File: src/rtl/frogger_state_ctrl_if.sv
// Frogger game-state bus: frame/button/collision inputs and the registered
// game-state outputs consumed by the frog, car and HUD logic.
interface frogger_state_ctrl_if;
  logic        i_Frame_Tick;
  logic        i_Game_Start;
  logic        i_Collided;
  logic        i_Goal_Reached;
  logic [2:0]  o_State;
  logic        o_Frog_Reset;
  logic        o_Cars_Enable;
  logic [2:0]  o_Level;
  logic [1:0]  o_Lives;
  logic [6:0]  o_Score;
  logic [10:0] o_Time_Left;

  // game side: drives events, observes state
  modport master (
    output i_Frame_Tick, i_Game_Start, i_Collided, i_Goal_Reached,
    input  o_State, o_Frog_Reset, o_Cars_Enable, o_Level, o_Lives,
           o_Score, o_Time_Left
  );

  // controller side
  modport slave (
    input  i_Frame_Tick, i_Game_Start, i_Collided, i_Goal_Reached,
    output o_State, o_Frog_Reset, o_Cars_Enable, o_Level, o_Lives,
           o_Score, o_Time_Left
  );
endinterface

File: src/rtl/frogger_state_ctrl.sv
// Frogger game-state controller: IDLE -> PLAYING with death / level-up
// interludes, lives, score, level and per-attempt timer. Every output is a
// register updated one clock after the input cycle that causes it.
module frogger_state_ctrl #(
  parameter int c_LIVES        = 3,
  parameter int c_DEATH_FRAMES = 60,
  parameter int c_LEVEL_FRAMES = 90,
  parameter int c_TIME_FRAMES  = 1800,
  parameter int c_MAX_LEVEL    = 7
) (
  input  logic                 i_Clk,
  input  logic                 i_Rst_L,
  frogger_state_ctrl_if.slave  bus
);

  localparam int CW = 12;

  typedef enum logic [2:0] {
    S_IDLE      = 3'd0,
    S_PLAYING   = 3'd1,
    S_DYING     = 3'd2,
    S_LEVEL_UP  = 3'd3,
    S_GAME_OVER = 3'd4
  } state_t;

  localparam logic [1:0]    LIVES_INIT = 2'(c_LIVES);
  localparam logic [10:0]   TIME_INIT  = 11'(c_TIME_FRAMES);
  localparam logic [CW-1:0] DEATH_CNT  = CW'(c_DEATH_FRAMES);
  localparam logic [CW-1:0] LEVEL_CNT  = CW'(c_LEVEL_FRAMES);
  localparam logic [2:0]    LEVEL_MAX  = 3'(c_MAX_LEVEL);
  localparam logic [6:0]    SCORE_MAX  = 7'd99;

  state_t        state;
  logic          frog_reset;
  logic          cars_enable;
  logic [2:0]    level;
  logic [1:0]    lives;
  logic [6:0]    score;
  logic [10:0]   time_left;
  logic [CW-1:0] frame_cnt;

  // Timeout only counts when the timer is already empty on a tick.
  logic timeout;
  assign timeout = bus.i_Frame_Tick && (time_left == 11'd0);

  // Single state machine; all outputs registered alongside the state.
  always_ff @(posedge i_Clk) begin
    if (!i_Rst_L) begin
      state       <= S_IDLE;
      frog_reset  <= 1'b0;
      cars_enable <= 1'b0;
      level       <= 3'd0;
      lives       <= 2'd0;
      score       <= 7'd0;
      time_left   <= 11'd0;
      frame_cnt   <= '0;
    end else begin
      frog_reset <= 1'b0;
      case (state)
        S_IDLE, S_GAME_OVER: begin
          // Game-over holds the final score/level/lives until a new start.
          if (bus.i_Game_Start) begin
            lives       <= LIVES_INIT;
            score       <= 7'd0;
            level       <= 3'd0;
            time_left   <= TIME_INIT;
            frog_reset  <= 1'b1;
            cars_enable <= 1'b1;
            state       <= S_PLAYING;
          end
        end
        S_PLAYING: begin
          // Collision beats goal, goal beats timeout.
          if (bus.i_Collided || (!bus.i_Goal_Reached && timeout)) begin
            cars_enable <= 1'b0;
            if (lives > 2'd1) begin
              lives     <= lives - 2'd1;
              frame_cnt <= DEATH_CNT;
              state     <= S_DYING;
            end else begin
              lives     <= 2'd0;
              state     <= S_GAME_OVER;
            end
          end else if (bus.i_Goal_Reached) begin
            cars_enable <= 1'b0;
            if (score < SCORE_MAX) score <= score + 7'd1;
            if (level < LEVEL_MAX) level <= level + 3'd1;
            frame_cnt <= LEVEL_CNT;
            state     <= S_LEVEL_UP;
          end else if (bus.i_Frame_Tick) begin
            time_left <= time_left - 11'd1;
          end
        end
        S_DYING, S_LEVEL_UP: begin
          // Interlude counts frames; collisions, goals and start are ignored.
          // A zero count is treated as expiring so the FSM cannot lock up.
          if (bus.i_Frame_Tick) begin
            if (frame_cnt <= CW'(1)) begin
              frame_cnt   <= '0;
              time_left   <= TIME_INIT;
              frog_reset  <= 1'b1;
              cars_enable <= 1'b1;
              state       <= S_PLAYING;
            end else begin
              frame_cnt <= frame_cnt - CW'(1);
            end
          end
        end
        default: begin
          state       <= S_IDLE;
          cars_enable <= 1'b0;
        end
      endcase
    end
  end

  assign bus.o_State       = state;
  assign bus.o_Frog_Reset  = frog_reset;
  assign bus.o_Cars_Enable = cars_enable;
  assign bus.o_Level       = level;
  assign bus.o_Lives       = lives;
  assign bus.o_Score       = score;
  assign bus.o_Time_Left   = time_left;

endmodule

File: src/flat_wrapper.sv
// flat-port wrapper written by rule: the top's interface ports become plain ports
module frogger_state_ctrl_flat 
#(
  parameter int c_LIVES        = 3,
  parameter int c_DEATH_FRAMES = 60,
  parameter int c_LEVEL_FRAMES = 90,
  parameter int c_TIME_FRAMES  = 1800,
  parameter int c_MAX_LEVEL    = 7
)
  (i_Clk, i_Rst_L, bus_i_Frame_Tick, bus_i_Game_Start, bus_i_Collided, bus_i_Goal_Reached, bus_o_State, bus_o_Frog_Reset, bus_o_Cars_Enable, bus_o_Level, bus_o_Lives, bus_o_Score, bus_o_Time_Left);
  frogger_state_ctrl_if bus_i ();
  input  logic i_Clk;
  input  logic i_Rst_L;
  input wire logic [$bits(bus_i.i_Frame_Tick)-1:0] bus_i_Frame_Tick;
  input wire logic [$bits(bus_i.i_Game_Start)-1:0] bus_i_Game_Start;
  input wire logic [$bits(bus_i.i_Collided)-1:0] bus_i_Collided;
  input wire logic [$bits(bus_i.i_Goal_Reached)-1:0] bus_i_Goal_Reached;
  output wire logic [$bits(bus_i.o_State)-1:0] bus_o_State;
  output wire logic [$bits(bus_i.o_Frog_Reset)-1:0] bus_o_Frog_Reset;
  output wire logic [$bits(bus_i.o_Cars_Enable)-1:0] bus_o_Cars_Enable;
  output wire logic [$bits(bus_i.o_Level)-1:0] bus_o_Level;
  output wire logic [$bits(bus_i.o_Lives)-1:0] bus_o_Lives;
  output wire logic [$bits(bus_i.o_Score)-1:0] bus_o_Score;
  output wire logic [$bits(bus_i.o_Time_Left)-1:0] bus_o_Time_Left;
  assign bus_i.i_Frame_Tick = bus_i_Frame_Tick;
  assign bus_i.i_Game_Start = bus_i_Game_Start;
  assign bus_i.i_Collided = bus_i_Collided;
  assign bus_i.i_Goal_Reached = bus_i_Goal_Reached;
  assign bus_o_State = bus_i.o_State;
  assign bus_o_Frog_Reset = bus_i.o_Frog_Reset;
  assign bus_o_Cars_Enable = bus_i.o_Cars_Enable;
  assign bus_o_Level = bus_i.o_Level;
  assign bus_o_Lives = bus_i.o_Lives;
  assign bus_o_Score = bus_i.o_Score;
  assign bus_o_Time_Left = bus_i.o_Time_Left;
  frogger_state_ctrl #(.c_LIVES(c_LIVES), .c_DEATH_FRAMES(c_DEATH_FRAMES), .c_LEVEL_FRAMES(c_LEVEL_FRAMES), .c_TIME_FRAMES(c_TIME_FRAMES), .c_MAX_LEVEL(c_MAX_LEVEL)) u_core (.i_Clk(i_Clk), .i_Rst_L(i_Rst_L), .bus(bus_i));
endmodule
File: config.mk
export PLATFORM = sky130hd
export DESIGN_NAME = frogger_state_ctrl_flat
export DESIGN_NICKNAME = d
export VERILOG_FILES = /design/src/rtl/frogger_state_ctrl_if.sv /design/src/rtl/frogger_state_ctrl.sv /design/src/flat_wrapper.sv
export SDC_FILE = /design/constraint.sdc
export NUM_CORES = 1
export LEC_CHECK = 0
export BUFFER_PORTS_ARGS = -buffer_cell sky130_fd_sc_hd__buf_2
export CORE_UTILIZATION = 61
export CTS_CLUSTER_SIZE = 40
export DETAILED_ROUTE_END_ITERATION = 12
export PLACE_DENSITY = 0.84
export SLEW_MARGIN = 10
export SYNTH_ARGS = -nofsm -noshare
export SYNTH_HDL_FRONTEND = slang
export SYNTH_SLANG_ARGS = --single-unit
File: constraint.sdc
create_clock -name i_Clk -period 6.8 [get_ports i_Clk]
set_clock_uncertainty 0.2 [all_clocks]
set_input_delay 0.34 -clock i_Clk [delete_from_list [all_inputs] [get_ports i_Clk]]
set_output_delay 0.34 -clock i_Clk [all_outputs]
set_load 0.05 [all_outputs]
==> results.json, run 1 <==
{
  "async_reset_ff_share_pct": 0,
  "cts_hold_buf": 0,
  "ioPinCount": 34,
  "reg2regPathDepth": 7,
  "cts_buffers": 5,
  "hp-class": "primary input to register",
  "initial_core_util_pct": 64.75,
  "cp_top_family": "simple AND/OR/NAND/NOR gates",
  "fill_cells": 308,
  "synth_top_area_share_pct": 33.28,
  "num_antenna_cells": 0,
  "place_hpwl_microns": 4139,
  "finalMaxSlewViolations": 0,
  "fp.coreArea_sq_um": 3716,
  "synth_most_common_cell": "dfxtp_1",
  "crit_path_max_fanout": 15,
  "die_w_microns": 64.81,
  "pwr-share-comb_pct": 45.0,
  "ys_warn_count": 0,
  "viasPerCell": 6.359,
  "post-cts-setup-buffers": 0,
  "grt_use_total_pct": 29.56,
  "drive_above_1_share_pct": 16.31,
  "slew_headroom_pct": 35.88,
  "arrival_ns": 2.84,
  "yosysSeqAreaShare_pct": 33.28,
  "clock_latency_ns": 0.30,
  "drt_iter0_drc": 223,
  "ys.flop_type": "dfxtp_1",
  "synthCells": 301,
  "syn_nets": 313,
  "slowest_stage": "or4_1",
  "p_sw_share_pct": 44.49,
  "fin_tns_setup_ns": 0,
  "rows": 22,
  "final_antenna_net_count": 0,
  "finalCritPeriodShare_pct": 41.56,
  "synth_top_cell_by_area": "dfxtp_1",
  "portBuffers": 33,
  "final_nets": 336,
  "ir_drop_mv": 0.1978,
  "cts_tree": "yes",
  "cts_num_sinks": 40,
  "grt_max_degree": 29,
  "dieHeight_microns": 64.81,
  "max-clock-path-buffers": 2,
  "drcViolationCount": 0,
  "synth_area_per_cell_sq_um": 7.994,
  "ys_types": 62,
  "setup_violations": 0,
  "reg2reg_slack_ns": 3.97,
  "die-area_sq_um": 4200,
  "max_stage_delay_ns": 0.51,
  "overflow": 0,
  "rsz0062_at_grt": "no",
  "wirelength_microns": 5887,
  "antenna_found_initial": 0,
  "hold_start": "bus_i_Game_Start",
  "pwr-share-clk_pct": 19.2,
  "worst_pin_slew_ns": 0.9554,
  "fmax_mhz": 353.9,
  "netSwitchingPower_w": 0.0003766,
  "run_status": "completed",
  "cp_num_cells": 7,
  "cts.htree.levels": 2,
  "ys_ff_latch": 40,
  "path_buf_inv": 1,
  "crit_path_end_kind": "register",
  "worstHoldEndpoint": "u_core.bus.o_Lives[1]$_SDFFE_PN0P_",
  "cp.required_ns": 6.81,
  "p_int_w": 0.0004697,
  "synthTopCellsByCount": "dfxtp_1, nand2_1, nor2_1, a21oi_1, nor3_1",
  "grt_pass1_wl_microns": 9666,
  "clkTransAtPathRegs_ns": 0.08,
  "syn_area_sq_um": 2406,
  "min_period_ns": 2.826,
  "synthTopCellsByArea": "dfxtp_1, nand2_1, a21oi_1",
  "synth_edf_count": 0,
  "hold_depth": 3,
  "total_power_w": 0.0008463,
  "seqPwrFrac_pct": 35.8,
  "post_cts_resize_count": 0,
  "wl_per_cell_microns": 15.78,
  "grt_pass1_vias": 2041,
  "dr.pass1.iters": 5,
  "critical_path_class": "register to register",
  "worstReg2RegStart": "u_core.bus.o_Time_Left[0]$_SDFFE_PN0P_",
  "via_count": 2372,
  "hold_viol": 0,
  "crit_path_cell_trace": "inv_1, ha_1, nor4b_1, a31o_2, o21ai_1, or4_1, o22ai_1",
  "startpoint_type": "register",
  "power_density_nw_per_um2": 321.9,
  "clock-root-buffer": "clkbuf_8",
  "power_leakage_nw": 1.040,
  "cap_violations": 0,
  "r2r-end": "u_core.frame_cnt[10]$_SDFFE_PN0P_",
  "syn_to_final_growth_pct": 9.256,
  "gp_congestion": 0.8991
}
-- registers in the layout, indices dropped and copies added (netlist names) --
register / flops
u_core.bus.o_Time_Left: 11
u_core.frame_cnt: 12
u_core.bus.o_State: 3
u_core.bus.o_Frog_Reset: 1
u_core.bus.o_Cars_Enable: 1
u_core.bus.o_Score: 7
u_core.bus.o_Level: 3
u_core.bus.o_Lives: 2
-- cell families after synthesis --
group                    after synthesis  share of synthesized area, %
AND/OR/NAND/NOR                      129                         29.64
multiplexers                           2                        0.8321
buffers and inverters                 30                         5.876
AO/OA/AOI/OAI                         94                         27.25
flip-flops                            40                         33.28
adder cells (fa/ha/maj)                6                         3.120
-- power by group through the flow --
| stage | clock, W | combinational (W) | sequential [W] |
|---|---|---|---|
| floorplan | 0 | 0.000251 | 0.000359 |
| finish | 0.000163 | 0.000381 | 0.000303 |
| global route | 0.000178 | 0.000417 | 0.000308 |
| global placement | 0 | 0.000369 | 0.000304 |
| detailed placement | 0 | 0.000374 | 0.000306 |
| CTS | 0.000165 | 0.000375 | 0.000301 |
-- layout make-up --
class | count | area, sq um | area share (%)
inverter | 13 | 48.80 | 1.856
timing repair buffer | 33 | 165.2 | 6.283
clock buffer | 8 | 90.09 | 3.427
multi-input combinational | 231 | 1464 | 55.69
sequential | 40 | 800.8 | 30.46
tap | 48 | 60.06 | 2.285
-- routing by layer --
metal / vias up / share of wire (%) / GRT usage [%]
met5: - / 0 / 0
met1: 1080 / 46 / 41.29
li1: 1168 / - / -
met2: 113 / 44 / 44.66
met3: 11 / 7.9 / 7.218
met4: 0 / 1.4 / 8.611
-- metrics by stage --
step / instance area (sq um) / setup WS (ns) / cells / utilization [%] / hold slack (ns)
detailed placement: 2539 / 4.029 / 365 / 68.32 / 0.2667
global route: 2629 / 3.765 / 373 / 70.74 / 0.1870
global placement: 2539 / 4.151 / 365 / 68.32 / 0.2585
floorplan: 2406 / 4.202 / 301 / - / 0.2399
CTS: 2629 / 4.036 / 373 / 70.74 / 0.1751
finish: 2629 / 3.974 / 373 / 70.74 / 0.1778
-- worst max path at each step --
stage,start,to,slack (ns)
after floorplan,u_core.bus.o_Time_Left[0]$_SDFFE_PN0P_,u_core.bus.o_Time_Left[0]$_SDFFE_PN0P_,4.20
after global placement,u_core.bus.o_State[0]$_SDFFE_PN0P_,u_core.frame_cnt[3]$_SDFFE_PN0P_,4.15
after detailed placement,u_core.bus.o_State[0]$_SDFFE_PN0P_,u_core.frame_cnt[3]$_SDFFE_PN0P_,4.03
after CTS,u_core.bus.o_State[0]$_SDFFE_PN0P_,u_core.frame_cnt[3]$_SDFFE_PN0P_,4.04
after global routing,u_core.bus.o_State[0]$_SDFFE_PN0P_,u_core.frame_cnt[3]$_SDFFE_PN0P_,3.77
final,u_core.bus.o_Time_Left[0]$_SDFFE_PN0P_,u_core.frame_cnt[10]$_SDFFE_PN0P_,3.97
-- placed cells by master (no fill, tap or decap), drive strengths merged, types with 5 or more instances in the layout --
master / n
nand2: 34
buf: 33
o21ai: 17
ha: 6
clkbuf: 8
o221a: 6
or3: 6
dfxtp: 40
inv: 12
nand2b: 6
nor2: 25
a21oi: 21
nor3: 17
o22ai: 8
nand3: 9
and2: 5
a31oi: 8
-- tightest hold or removal path, delay by kind of cell --
kind                   cells  cell delay, ns
buffers and inverters      1            0.11
AOI/OAI and AO/OA          1            0.07
and+or+nand+nor            1            0.10
Power figures use the tool's default switching activity.
==> inputs of run 2 (changes only) <==
ABC_AREA = 1   (was not set)
CORE_UTILIZATION = 57   (was 61)
PLACE_DENSITY = 0.79   (was 0.84)
clock period = 2.8 ns   (was 6.8 ns; I/O delays follow)
==> results.json, run 2 <==
{
  "largest_register": "u_core.frame_cnt",
  "grt_use_total_pct": 27.02,
  "min_period_ns": 2.258,
  "fin_tns_setup_ns": 0,
  "cts_num_sinks": 40,
  "grt_pass1_vias": 2079,
  "path_buf_inv": 2,
  "finalCritPeriodShare_pct": 80.63,
  "portBuffers": 33,
  "synth_top_area_share_pct": 32.26,
  "ys_warn_count": 0,
  "post-cts-setup-buffers": 0,
  "die-area_sq_um": 4623,
  "syn_to_final_growth_pct": 12.65,
  "setup_violations": 0,
  "crit_path_max_fanout": 15,
  "async_reset_ff_share_pct": 0,
  "clock-root-buffer": "clkbuf_8",
  "fmax_mhz": 442.9,
  "die_w_microns": 67.99,
  "hp-class": "primary input to register",
  "final_cell_mix": "nand2_1, nor2_1, inv_1",
  "wl_per_cell_microns": 12.30,
  "worst_pin_slew_ns": 0.5217,
  "synth_area_per_cell_sq_um": 6.381,
  "synthTopCellsByArea": "dfxtp_1, nand2_1, nor2_1",
  "initial_core_util_pct": 60.75,
  "post_cts_resize_count": 0,
  "dr.pass1.iters": 5,
  "crit_path_cell_trace": "inv_2, nand3_2, nor2_1, nand3_2, nand3_1, buf_4, nand2_1, nand2_1, nor2_1",
  "final_nets": 434,
  "cts.htree.levels": 2,
  "ys_types": 32,
  "ir_drop_mv": 0.8433,
  "finalMaxSlewViolations": 0,
  "max-clock-path-buffers": 2,
  "cts_tree": "yes",
  "max_stage_delay_ns": 0.36,
  "crit_path_end_kind": "register",
  "clkTransAtPathRegs_ns": 0.08,
  "arrival_ns": 2.26,
  "final_antenna_net_count": 0,
  "synthCells": 389,
  "antenna_found_initial": 0,
  "syn_nets": 401,
  "cts_buffers": 5,
  "cp.required_ns": 2.80,
  "largest_register_ffs": 12,
  "cp_top_family": "simple AND/OR/NAND/NOR gates",
  "rsz0062_at_grt": "no",
  "startpoint_type": "register",
  "wirelength_microns": 5806,
  "cap_violations": 0,
  "synth_most_common_cell": "nand2_1",
  "cts_hold_buf": 0,
  "slowest_stage": "dfxtp_1",
  "ioPinCount": 34,
  "drcViolationCount": 0,
  "layout.cells.most_common": "nand2_1",
  "power_density_nw_per_um2": 1423,
  "slew_headroom_pct": 65.22,
  "ys.flop_type": "dfxtp_1",
  "power_leakage_nw": 1.410,
  "fp.coreArea_sq_um": 4086,
  "synth_edf_count": 0,
  "place_hpwl_microns": 4135,
  "overflow": 0,
  "hold_viol": 0,
  "ys_ff_latch": 40,
  "num_antenna_cells": 0,
  "grt_pass1_wl_microns": 9301,
  "gp_congestion": 0.9264,
  "drt_iter0_drc": 172,
  "rows": 23,
  "fin_ws_ns": 0.5423,
  "pre_cts_ws_ns": 0.6112,
  "synthTopCellsByCount": "nand2_1, nor2_1, inv_1, dfxtp_1, a21oi_1",
  "viasPerCell": 5.294,
  "critical_path_class": "register to register",
  "syn_area_sq_um": 2482,
  "dieHeight_microns": 67.99,
  "drive_above_1_share_pct": 16.35,
  "yosysSeqAreaShare_pct": 32.26,
  "clock_latency_ns": 0.30,
  "run_status": "completed",
  "grt_max_degree": 28,
  "via_count": 2499,
  "synth_top_cell_by_area": "dfxtp_1"
}
==> run 2: cells by family after synthesis <==
kind of cell               after synthesis  share of synthesized area (%)
and+or+nand+nor                        224                          39.36
buffers and inverters                   59                          9.928
AOI/OAI and AO/OA                       46                          10.48
DFF                                     40                          32.26
xor gates and xnor gates                14                          4.940
adders and majority gates                6                          3.024
==> run 2: report_power, final <==
part           leakage (nW)  switching [W]  internal (W)
Sequential            0.328       0.000177      0.000752
Combinational          1.02        0.00174      0.000752
Clock                0.0642       0.000204      0.000351
==> run 2: per-layer routing <==
metal / vias up / global-route usage, % / share of wire (%)
li1: 1286 / - / -
met3: 12 / 8.167 / 5.9
met2: 79 / 41.18 / 44
met5: - / 0 / 0
met4: 0 / 8.594 / 1.7
met1: 1122 / 36.13 / 49
==> run 2: worst paths after layout <==
path | start | endpoint | slack, ns | depth (start not counted)
max | u_core.bus.o_State[2]$_SDFFE_PN0P_ | u_core.frame_cnt[3]$_SDFFE_PN0P_ | 0.54 | 9
min | bus_i_Game_Start | u_core.bus.o_Score[6]$_SDFFE_PN0P_ | 0.04 | 4
min reg2reg | u_core.bus.o_Cars_Enable$_SDFFE_PN0P_ | u_core.bus.o_Cars_Enable$_SDFFE_PN0P_ | 0.28 | 2
max reg2reg | u_core.bus.o_State[2]$_SDFFE_PN0P_ | u_core.frame_cnt[3]$_SDFFE_PN0P_ | 0.54 | 9
==> run 2: layout make-up <==
cell class	instances	area [sq um]
inverter	50	188.9
clock buffer	5	68.82
clock inverter	2	60.06
timing repair buffer	35	180.2
sequential	40	800.8
fill	360	1290
tap	50	62.56
multi-input combinational	290	1435
==> run 2: per-stage QoR <==
stage	hold WS (ns)	instance area (sq um)	util (%)	power [W]	std cells
2_1_floorplan	0.1829	2482	-	0.002934	389
3_3_place_gp	0.2607	2668	65.28	0.003369	465
3_5_place_dp	0.2702	2668	65.28	0.003381	465
4_1_cts	0.03425	2796	68.43	0.003963	472
5_1_grt	0.08507	2796	68.43	0.004319	472
6_report	0.04267	2796	68.43	0.003978	472
==> run 2: worst min-delay path, stage by stage <==
cell and delay [ns]:
buf_2 0.09, nand2_1 0.14, nand2_1 0.09, nor2_1 0.04
